## src/rtl/reorder_buffer_pkg.sv

```systemverilog
// Shared rv32i pipeline types used by the reorder buffer.
// Adds the wrap-bit pointer type rob_ptr_t.
package rv32i_types;

   localparam int ROB_D = 8;
   localparam int CDB   = 2;
   localparam int RID_W = $clog2(ROB_D);

   typedef logic [RID_W:0] rob_ptr_t;

   typedef struct packed {
      logic [31:0] pc;
      logic [4:0]  rd_addr;
      logic        predict_branch;
      logic        is_branch;
      logic        is_jump;
      logic        is_jumpr;
   } inst_t;

   typedef struct packed {
      logic [RID_W-1:0] rob_id;
      logic [31:0]      fu_value;
      logic             branch_enable;
      logic             mispredict;
   } rob_t;

   typedef struct packed {
      logic        valid;
      logic [63:0] order;
      logic [31:0] pc_rdata;
      logic [31:0] pc_wdata;
      logic [4:0]  rd_addr;
      logic [31:0] rd_wdata;
   } rvfi_t;

   typedef struct packed {
      inst_t inst;
      rob_t  rob;
      rvfi_t rvfi;
   } super_dispatch_t;

   typedef struct packed {
      logic            ready_for_writeback;
      logic [31:0]     register_value;
      logic            branch_result;
      super_dispatch_t inst_info;
   } fu_output_t;

   typedef fu_output_t cdb_t;

endpackage

```

## src/rtl/reorder_buffer_if.sv

```systemverilog
// Dispatch / writeback / commit bundle between pipeline and ROB.
// master = pipeline side, slave = reorder buffer.
interface reorder_buffer_if
   import rv32i_types::*;
#(
   parameter int ROB_DEPTH = ROB_D,
   parameter int CDB_PORTS = CDB
);

   logic                         dispatch_valid;
   super_dispatch_t              dispatch_data;
   logic                         dispatch_ready;
   logic [$clog2(ROB_DEPTH)-1:0] dispatch_rob_id;
   cdb_t                         cdb [CDB_PORTS];
   logic                         commit_valid;
   super_dispatch_t              commit_data;
   logic                         flush;
   logic [31:0]                  flush_pc;
   logic                         full;
   logic                         empty;

   modport master (
      output dispatch_valid, dispatch_data, cdb,
      input  dispatch_ready, dispatch_rob_id,
      input  commit_valid, commit_data,
      input  flush, flush_pc, full, empty
   );

   modport slave (
      input  dispatch_valid, dispatch_data, cdb,
      output dispatch_ready, dispatch_rob_id,
      output commit_valid, commit_data,
      output flush, flush_pc, full, empty
   );

endinterface

```

## src/rtl/reorder_buffer.sv

```systemverilog
// In-order commit reorder buffer with multi-port CDB writeback.
// Define ROB_RVFI_EN to emit RVFI valid/order on commit_data.
module reorder_buffer
   import rv32i_types::*;
#(
   parameter int ROB_DEPTH = ROB_D,
   parameter int CDB_PORTS = CDB
) (
   input logic             clk,
   input logic             rst_n,
   reorder_buffer_if.slave bus
);

   localparam int IW = $clog2(ROB_DEPTH);

   typedef logic [IW:0] ptr_t;

   ptr_t                 head;
   ptr_t                 tail;
   logic [ROB_DEPTH-1:0] valid;
   logic [ROB_DEPTH-1:0] done;
   super_dispatch_t      ent [ROB_DEPTH];

   logic [IW-1:0]        head_idx;
   logic [IW-1:0]        tail_idx;
   logic                 do_dispatch;
   logic [IW-1:0]        cdb_id [CDB_PORTS];
   logic [CDB_PORTS-1:0] cdb_hit;
   logic                 unused_cdb;

   assign head_idx = head[IW-1:0];
   assign tail_idx = tail[IW-1:0];

   assign bus.empty = (head == tail);
   assign bus.full  = (head_idx == tail_idx)
                   && (head[IW] != tail[IW]);

   assign bus.commit_valid = valid[head_idx] && done[head_idx];
   assign bus.flush = bus.commit_valid
                   && ent[head_idx].rob.mispredict;
   assign bus.flush_pc = bus.flush
                       ? ent[head_idx].rvfi.pc_wdata : '0;

   // Full blocks dispatch even when the head retires this cycle.
   assign bus.dispatch_ready  = !bus.full && !bus.flush;
   assign bus.dispatch_rob_id = tail_idx;
   assign do_dispatch = bus.dispatch_valid && bus.dispatch_ready;

   always_comb begin
      unused_cdb = 1'b0;
      for (int p = 0; p < CDB_PORTS; p++) begin
         cdb_id[p]  = IW'(bus.cdb[p].inst_info.rob.rob_id);
         cdb_hit[p] = bus.cdb[p].ready_for_writeback
                   && valid[cdb_id[p]]
                   && !done[cdb_id[p]];
         unused_cdb = unused_cdb ^ (^bus.cdb[p].inst_info);
      end
   end

`ifdef ROB_RVFI_EN
   logic [63:0] order_cnt;

   always_ff @(posedge clk or negedge rst_n) begin
      if (!rst_n)
         order_cnt <= '0;
      else if (bus.commit_valid)
         order_cnt <= order_cnt + 64'd1;
   end
`endif

   always_comb begin
      bus.commit_data = '0;
      if (bus.commit_valid) begin
         bus.commit_data = ent[head_idx];
`ifdef ROB_RVFI_EN
         bus.commit_data.rvfi.valid = 1'b1;
         bus.commit_data.rvfi.order = order_cnt;
`else
         bus.commit_data.rvfi = '0;
`endif
      end
   end

   always_ff @(posedge clk or negedge rst_n) begin
      if (!rst_n) begin
         head  <= '0;
         tail  <= '0;
         valid <= '0;
         done  <= '0;
      end else if (bus.flush) begin
         valid <= '0;
         done  <= '0;
         head  <= head + 1'b1;
         tail  <= head + 1'b1;
      end else begin
         if (bus.commit_valid) begin
            valid[head_idx] <= 1'b0;
            done[head_idx]  <= 1'b0;
            head <= head + 1'b1;
         end
         if (do_dispatch) begin
            valid[tail_idx] <= 1'b1;
            done[tail_idx]  <= 1'b0;
            tail <= tail + 1'b1;
         end
         for (int p = 0; p < CDB_PORTS; p++)
            if (cdb_hit[p])
               done[cdb_id[p]] <= 1'b1;
      end
   end

   // Ports walk high to low so port 0 lands last on a shared id.
   always_ff @(posedge clk) begin
      if (!bus.flush) begin
         if (do_dispatch) begin
            ent[tail_idx] <= bus.dispatch_data;
            ent[tail_idx].rob.rob_id <= RID_W'(tail_idx);
            ent[tail_idx].rob.mispredict <= 1'b0;
         end
         for (int p = CDB_PORTS - 1; p >= 0; p--) begin
            if (cdb_hit[p]) begin
               ent[cdb_id[p]].rob.fu_value <=
                  bus.cdb[p].register_value;
               ent[cdb_id[p]].rvfi.rd_wdata <=
                  bus.cdb[p].register_value;
               ent[cdb_id[p]].rob.branch_enable <=
                  bus.cdb[p].branch_result;
               ent[cdb_id[p]].rob.mispredict <=
                  (ent[cdb_id[p]].inst.is_branch
                   || ent[cdb_id[p]].inst.is_jump
                   || ent[cdb_id[p]].inst.is_jumpr)
                  && (bus.cdb[p].branch_result
                      != ent[cdb_id[p]].inst.predict_branch);
               ent[cdb_id[p]].rvfi.pc_wdata <=
                  bus.cdb[p].inst_info.rvfi.pc_wdata;
            end
         end
      end
   end

endmodule

```

## src/flat_wrapper.sv

```systemverilog
// flat-port wrapper written by rule: the top's interface ports become plain ports
module reorder_buffer_flat import rv32i_types::*;
#(
   parameter int ROB_DEPTH = ROB_D,
   parameter int CDB_PORTS = CDB
)
  (clk, rst_n, bus_dispatch_valid, bus_dispatch_data, bus_cdb, bus_dispatch_ready, bus_dispatch_rob_id, bus_commit_valid, bus_commit_data, bus_flush, bus_flush_pc, bus_full, bus_empty);
  reorder_buffer_if #(.ROB_DEPTH(ROB_DEPTH), .CDB_PORTS(CDB_PORTS)) bus_i ();
  input logic clk;
  input logic rst_n;
  input wire logic [$bits(bus_i.dispatch_valid)-1:0] bus_dispatch_valid;
  input wire logic [$bits(bus_i.dispatch_data)-1:0] bus_dispatch_data;
  input wire logic [$bits(bus_i.cdb)-1:0] bus_cdb;
  output wire logic [$bits(bus_i.dispatch_ready)-1:0] bus_dispatch_ready;
  output wire logic [$bits(bus_i.dispatch_rob_id)-1:0] bus_dispatch_rob_id;
  output wire logic [$bits(bus_i.commit_valid)-1:0] bus_commit_valid;
  output wire logic [$bits(bus_i.commit_data)-1:0] bus_commit_data;
  output wire logic [$bits(bus_i.flush)-1:0] bus_flush;
  output wire logic [$bits(bus_i.flush_pc)-1:0] bus_flush_pc;
  output wire logic [$bits(bus_i.full)-1:0] bus_full;
  output wire logic [$bits(bus_i.empty)-1:0] bus_empty;
  assign bus_i.dispatch_valid = bus_dispatch_valid;
  assign bus_i.dispatch_data = bus_dispatch_data;
  assign bus_i.cdb = {>>{bus_cdb}};
  assign bus_dispatch_ready = bus_i.dispatch_ready;
  assign bus_dispatch_rob_id = bus_i.dispatch_rob_id;
  assign bus_commit_valid = bus_i.commit_valid;
  assign bus_commit_data = bus_i.commit_data;
  assign bus_flush = bus_i.flush;
  assign bus_flush_pc = bus_i.flush_pc;
  assign bus_full = bus_i.full;
  assign bus_empty = bus_i.empty;
  reorder_buffer #(.ROB_DEPTH(ROB_DEPTH), .CDB_PORTS(CDB_PORTS)) u_core (.clk(clk), .rst_n(rst_n), .bus(bus_i));
endmodule
```

## config.mk

```make
export PLATFORM = sky130hd
export DESIGN_NAME = reorder_buffer_flat
export DESIGN_NICKNAME = d
export VERILOG_FILES = /design/src/rtl/reorder_buffer_pkg.sv /design/src/rtl/reorder_buffer_if.sv /design/src/rtl/reorder_buffer.sv /design/src/flat_wrapper.sv
export SDC_FILE = /design/constraint.sdc
export NUM_CORES = 2
export LEC_CHECK = 0
export CAP_MARGIN = 20
export CELL_PAD_IN_SITES_DETAIL_PLACEMENT = 1
export CELL_PAD_IN_SITES_GLOBAL_PLACEMENT = 1
export CORE_AREA = 2 2 425 427
export CTS_CLUSTER_DIAMETER = 120
export DETAILED_ROUTE_END_ITERATION = 7
export DIE_AREA = 0 0 427 429
export PLACE_DENSITY = 0.6
export SYNTH_ARGS = -nofsm -noshare
export SYNTH_HDL_FRONTEND = slang
export SYNTH_SLANG_ARGS = --single-unit
```

## constraint.sdc

```tcl
create_clock -name clk -period 8.39 [get_ports clk]
set_clock_uncertainty 0.05 [all_clocks]
set_input_delay 1.2585 -clock clk [delete_from_list [all_inputs] [get_ports clk]]
set_output_delay 1.2585 -clock clk [all_outputs]
set_load 0.02 [all_outputs]
```

### After elaboration in Yosys (flattened, before gate mapping)

Memories as Yosys holds them, arrays and structs flattened.
Index checks and enable logic that the tools add are counted.

* add/subtract/negate cells: 2
* multiply operators: 0
* div/mod/pow operators: 0
* order comparisons: 8
* eq/ne operators: 5
* shifts and indexed selects: 0
* mux-type cells: 49
* bitwise operators: 10
* reduce and logical (&&, ||, !) cells: 25

Operators by type and width (count)
* $mux W244: 1
* $mux W8: 12
* $mux W32: 1
* $and A8 B8 Y8: 3
* $or A8 B8 Y8: 3
* $mux W1: 20
* $bmux W1 S3: 6
* $lt A3 B4 Y1 const B: 4
* $mux W4: 4
* $not A8 Y8: 2
* $logic_and A1 B1 Y1: 15
* $demux W1 S3: 4
* $ge A3 B1 Y1 const B: 4
* $add A4 B1 Y4 const B: 2
* $eq A4 B4 Y1: 1
* $logic_not A1 Y1: 4
* $logic_or A1 B1 Y1: 4
* $reduce_bool A2 Y1: 2
* $eq A3 B3 Y1: 1
* $mux W3: 1
* $ne A1 B1 Y1: 3
* $or A1 B1 Y1: 2

* register bits after elaboration: 24
* latch bits: 0
* RAM bits: 1952
* memory bits (read-only): 0
* word-level logic and storage cells: 104
* memories kept: 1

Memory list
* u_core.ent: depth 8, width 244, read ports 3, clocked after memory_dff 0, write ports 3, line reorder_buffer.sv:22 `super_dispatch_t ent [ROB_DEPTH];`

### Longest topological paths before layout

* depth in word-level cells: 17
* gate-level depth with buffers: 13
* depth with buffers taken out: 8

### Worst setup path after synthesis

No wires, ideal clock.

* kind: input -> register
* start: input port bus_cdb[202]
* end: memory u_core.ent[2][166] in the netlist's numbering, enable pin
* setup time: 0.581 ns
* arrival: 7.477 ns
* path slack: 0.282 ns
* stages: 8
* path buffers: 2
* cells stage by stage: buf_2 > or4b_1 > a311oi_2 > a31o_2 > nand2_1 > clkbuf_1 > a21boi_0 > o21ai_0

RTL lines
* start: declaration: line flat_wrapper.sv:13 `input wire logic [$bits(bus_i.cdb)-1:0] bus_cdb;`
* end: declaration: line reorder_buffer.sv:22

### Final worst setup path

* start: register u_core.head[1]
* end: output port bus_flush_pc[22]

* longest elaborated chain between the ends: 5

Ends and longest elaborated chain
* start: declaration: line reorder_buffer.sv:18 `ptr_t head;`
* start signal: assignment: line reorder_buffer.sv:93 `head <= head + 1'b1;`
* start signal: assignment: line reorder_buffer.sv:99 `head <= head + 1'b1;`
* $bmux W1 S3: line reorder_buffer.sv:38 `assign bus.commit_valid = valid[head_idx] && done[head_idx];`
* $mux W1 (not written as such): line reorder_buffer.sv:38
* $logic_and A1 B1 Y1: line reorder_buffer.sv:38
* $logic_and A1 B1 Y1: line reorder_buffer.sv:40 `&& ent[head_idx].rob.mispredict;`
* $mux W32 *: line reorder_buffer.sv:42 `? ent[head_idx].rvfi.pc_wdata : '0;`
* end: declaration: line flat_wrapper.sv:19 `output wire logic [$bits(bus_i.flush_pc)-1:0] bus_flush_pc;`

Mark *: on every way between the ends. The rest lies on a longest branch, timed or not. The select of a mux whose other input is x is not followed.

==> out/metrics.csv <==
stage,metric,value,unit
run_status,outcome,completed,
timing,Slew @ Worst Pin,1.17,ns
global_routing,vias in the first global route,40000,
global_routing,global-route wire length before repair,300,mm
timing,Tcrit/Tclk final,82.9,%
yosys,"Seq/Total Area, Yosys",54.1,%
timing,setup TNS,0,ns
routing,DRT Pass-1 Iters,5,
routing,drt via density,5.80,
cts,cts hold-fix bufs,0,
job,number of max-cap violations,0,
die,Cell Rows,155,
pwr,"Power, Total",18.1,mW
die,Die Width,427,um
pwr,Cell Pwr Density,313,nW/um2
cts,CTS buffer count,106,
timing,fin crit period,6.96,ns
yosys,"area leader, netlist",edfxtp_1,
timing,Slew HR,22.0,%
routing,drt total wl,214,mm
cts,CTS tree,done,
cells_and_area,fillers,19500,
timing,hold_ws,0.494,ns
pwr,Peak supply drop,0.266,mV
critical_path,Critical Path End Type,primary output,
yosys,number of flops mapped to enable cells by yosys,880,
pwr,Clk network pwr share,25.1,%
placed_design,Inst Count DP,6717,
routing,starting DRC count in detailed routing,4300,
cells_and_area,area grow syn2layout,15.8,%
pwr,Flop pwr share,36.1,%
yosys,synth unique cells,73,
timing,"Slew Viols, Final",0,
cells_and_area,final net count,5275,
cts,Setup Buffers After CTS,0,
placed_design,I/O Buffers,367,
critical_path,crit-path max FO,45,
yosys,"top cells by area, synth","edfxtp_1 (53%), mux4_2 (9.9%), nand2_1 (4.9%)",
routing,drt wl/cell,30.9,um
die,DIE AREA,183000,um2
timing,RSZ-0062 raised after global routing,no,
yosys,Synth Instances,4469,
critical_path,CP startpoint kind,flop,
yosys,Synth Warn #,0,
cts,clk_lat worst skew,0.78,ns
routing,post-route ant nets,0,
yosys,asr flop ratio synth,2.65,%
global_routing,pin count of the biggest net entering global routing,134,
cells_and_area,Layout Cells excl Fill,6928,
yosys,"flops & latches, synth",904,
yosys,post-synth top area share,52.9,%
die,die height,429,um
timing,f_max,144,MHz
routing,DRC viols,0,
critical_path,Setup Crit Path Kind,flop to primary output,
die,IO Pins,1087,
cts,H-tree Lvls,3,
pwr,Pleak,18.3,nW
placed_design,HPWL Detailed,116,mm
yosys,synthesized area per cell,11.2,um2
cells_and_area,share of post-route cells with drive strength above 1,12.1,%
cts,clock sink total,904,
die,core area,178000,um2
yosys,Netlist Area Pre-Place,49900,um2
cts,clock buffer depth,3,
placed_design,GPL Wtd Cong,0.808,
pwr,switching portion of total power,39.2,%
cts,post_cts resized,0,
timing,endpoints failing setup,0,
pwr,Net Sw Power,7.11,mW
cells_and_area,Final Util,32.5,%
pwr,Gate power share,38.8,%
yosys,"Top FF cell, synth",edfxtp_1,
critical_path,"Req. time, crit path",7.08,ns
global_routing,initial antenna violation count,64,
pwr,Int Power,11.0,mW
critical_path,WP data arrival,5.65,ns
cts,root buffer cell,clkbuf_16,
timing,Hold Fails Final Rpt,0,
global_routing,Global Route Usage Sum,22.6,%
routing,Vias,40200,
hold_path,class of the worst hold path,flop to flop,
cts,Clock transition at path regs,0.06,ns
global_routing,"Remaining Overflow, GRT",0,
die,initial core utilization,28.1,%
[metrics by stage]
stage	setup WS [ns]	instance area [um2]
6_report	1.43	57800
5_1_grt	1.26	57800
4_1_cts	1.50	57800
3_5_place_dp	2.04	54500
3_3_place_gp	2.09	54500
2_1_floorplan	0.282	50600
[placed cells by master (no fill, tap or decap), drive strengths merged, types with 28 or more instances in the layout]
cell type / Yosys / final
nor2: 481 / 481
nor3: 83 / 83
clkdlybuf4s50: 0 / 367
nand4: 201 / 201
nand2: 654 / 654
conb: 1 / 166
a32oi: 118 / 118
a21oi: 315 / 315
nand3: 28 / 28
mux4: 219 / 219
buf: 420 / 95
clkinv: 1 / 59
a31oi: 212 / 212
o31ai: 135 / 135
a221oi: 67 / 67
nor2b: 74 / 74
a22oi: 71 / 71
edfxtp: 880 / 880
clkbuf: 314 / 125
[cell type report]
cell class	count	area [um2]	area share (%)
flip-flops and latches	904	27000	46.8
multi-input cells	2976	19900	34.4
repair buffers	462	4490	7.76
well taps	2355	2950	5.10
clock buffers	125	2770	4.78
clock inverters	69	564	0.976
inverters	20	90.1	0.156
diodes	17	42.5	0.0736
[state kept, by name, summed over array words and instances (netlist names)]
| name | cells |
|---|---|
| u_core.tail | 4 |
| u_core.valid | 8 |
| u_core.ent | 880 |
| u_core.head | 4 |
| u_core.done | 8 |
[path summary, 6_finish.rpt]
check / from / endpoint / slack (ns) / cells past startpoint
min in group asynchronous: rst_n / u_core.done[0] / 0.88 / 2
max reg2reg: u_core.head[1] / u_core.ent[0][173] / 2.07 / 12
max in group asynchronous: rst_n / u_core.head[2] / 7.04 / 2
min: u_core.head[3] / u_core.head[3] / 0.49 / 1
max: u_core.head[1] / bus_flush_pc[22] / 1.43 / 8
min reg2reg: u_core.head[3] / u_core.head[3] / 0.49 / 1
[cell families (layout without fill, tap and decap cells)]
| kind of cell | Yosys count | count (layout) | synth area share [%] |
|---|---|---|---|
| other | 1 | 183 | 0.00751 |
| AO/OA/AOI/OAI | 972 | 972 | 13.3 |
| buffers and inverters | 754 | 676 | 7.81 |
| XOR/XNOR | 13 | 13 | 0.228 |
| AND/OR/NAND/NOR | 1581 | 1581 | 14.1 |
| flip-flops | 904 | 904 | 54.1 |
| adder cells (fa/ha/maj) | 2 | 2 | 0.0501 |
| multiplexers | 242 | 242 | 10.4 |
[per-layer routing]
layer | GRT usage, % | vias to the layer above | wire length (um)
met5 | 0 | - | 399
met4 | 7.97 | 66 | 7260
met3 | 5.29 | 506 | 20200
met2 | 36.4 | 2167 | 100000
met1 | 29.7 | 20800 | 85900
li1 | - | 16700 | -
[cells in the mapped netlist, drive strengths merged (11+ instances only)]
master  number
edfxtp     880
a22oi       71
a21oi      315
mux4       219
o31ai      135
inv         19
nor2b       74
nor3        83
mux2i       12
mux2        11
a31oi      212
o21ai       18
nand3       28
nor2       481
dfrtp       24
nand2      654
a221oi      67
buf        420
clkbuf     314
nand4      201
a32oi      118
[worst max-delay path, stage by stage (launching register included)]
cell and delay (ns):
dfrtp_4 0.98, buf_4 0.83, nor3_1 0.10, o21ai_0 0.34, o21a_1 0.33, nand3_4 0.33, buf_4 0.39, a21oi_1 0.78
clkdlybuf4s50_1 0.77
[power groups by stage]
stage / clock network, mW / logic, mW / registers [mW]
finish: 4.55 / 7.03 / 6.55
global route: 4.76 / 7.41 / 6.62
CTS: 4.61 / 7.03 / 6.55
detailed placement: 0 / 7.00 / 6.64
global placement: 0 / 6.94 / 6.60
floorplan: 0 / 4.48 / 6.36
Power figures use the tool's default switching activity.
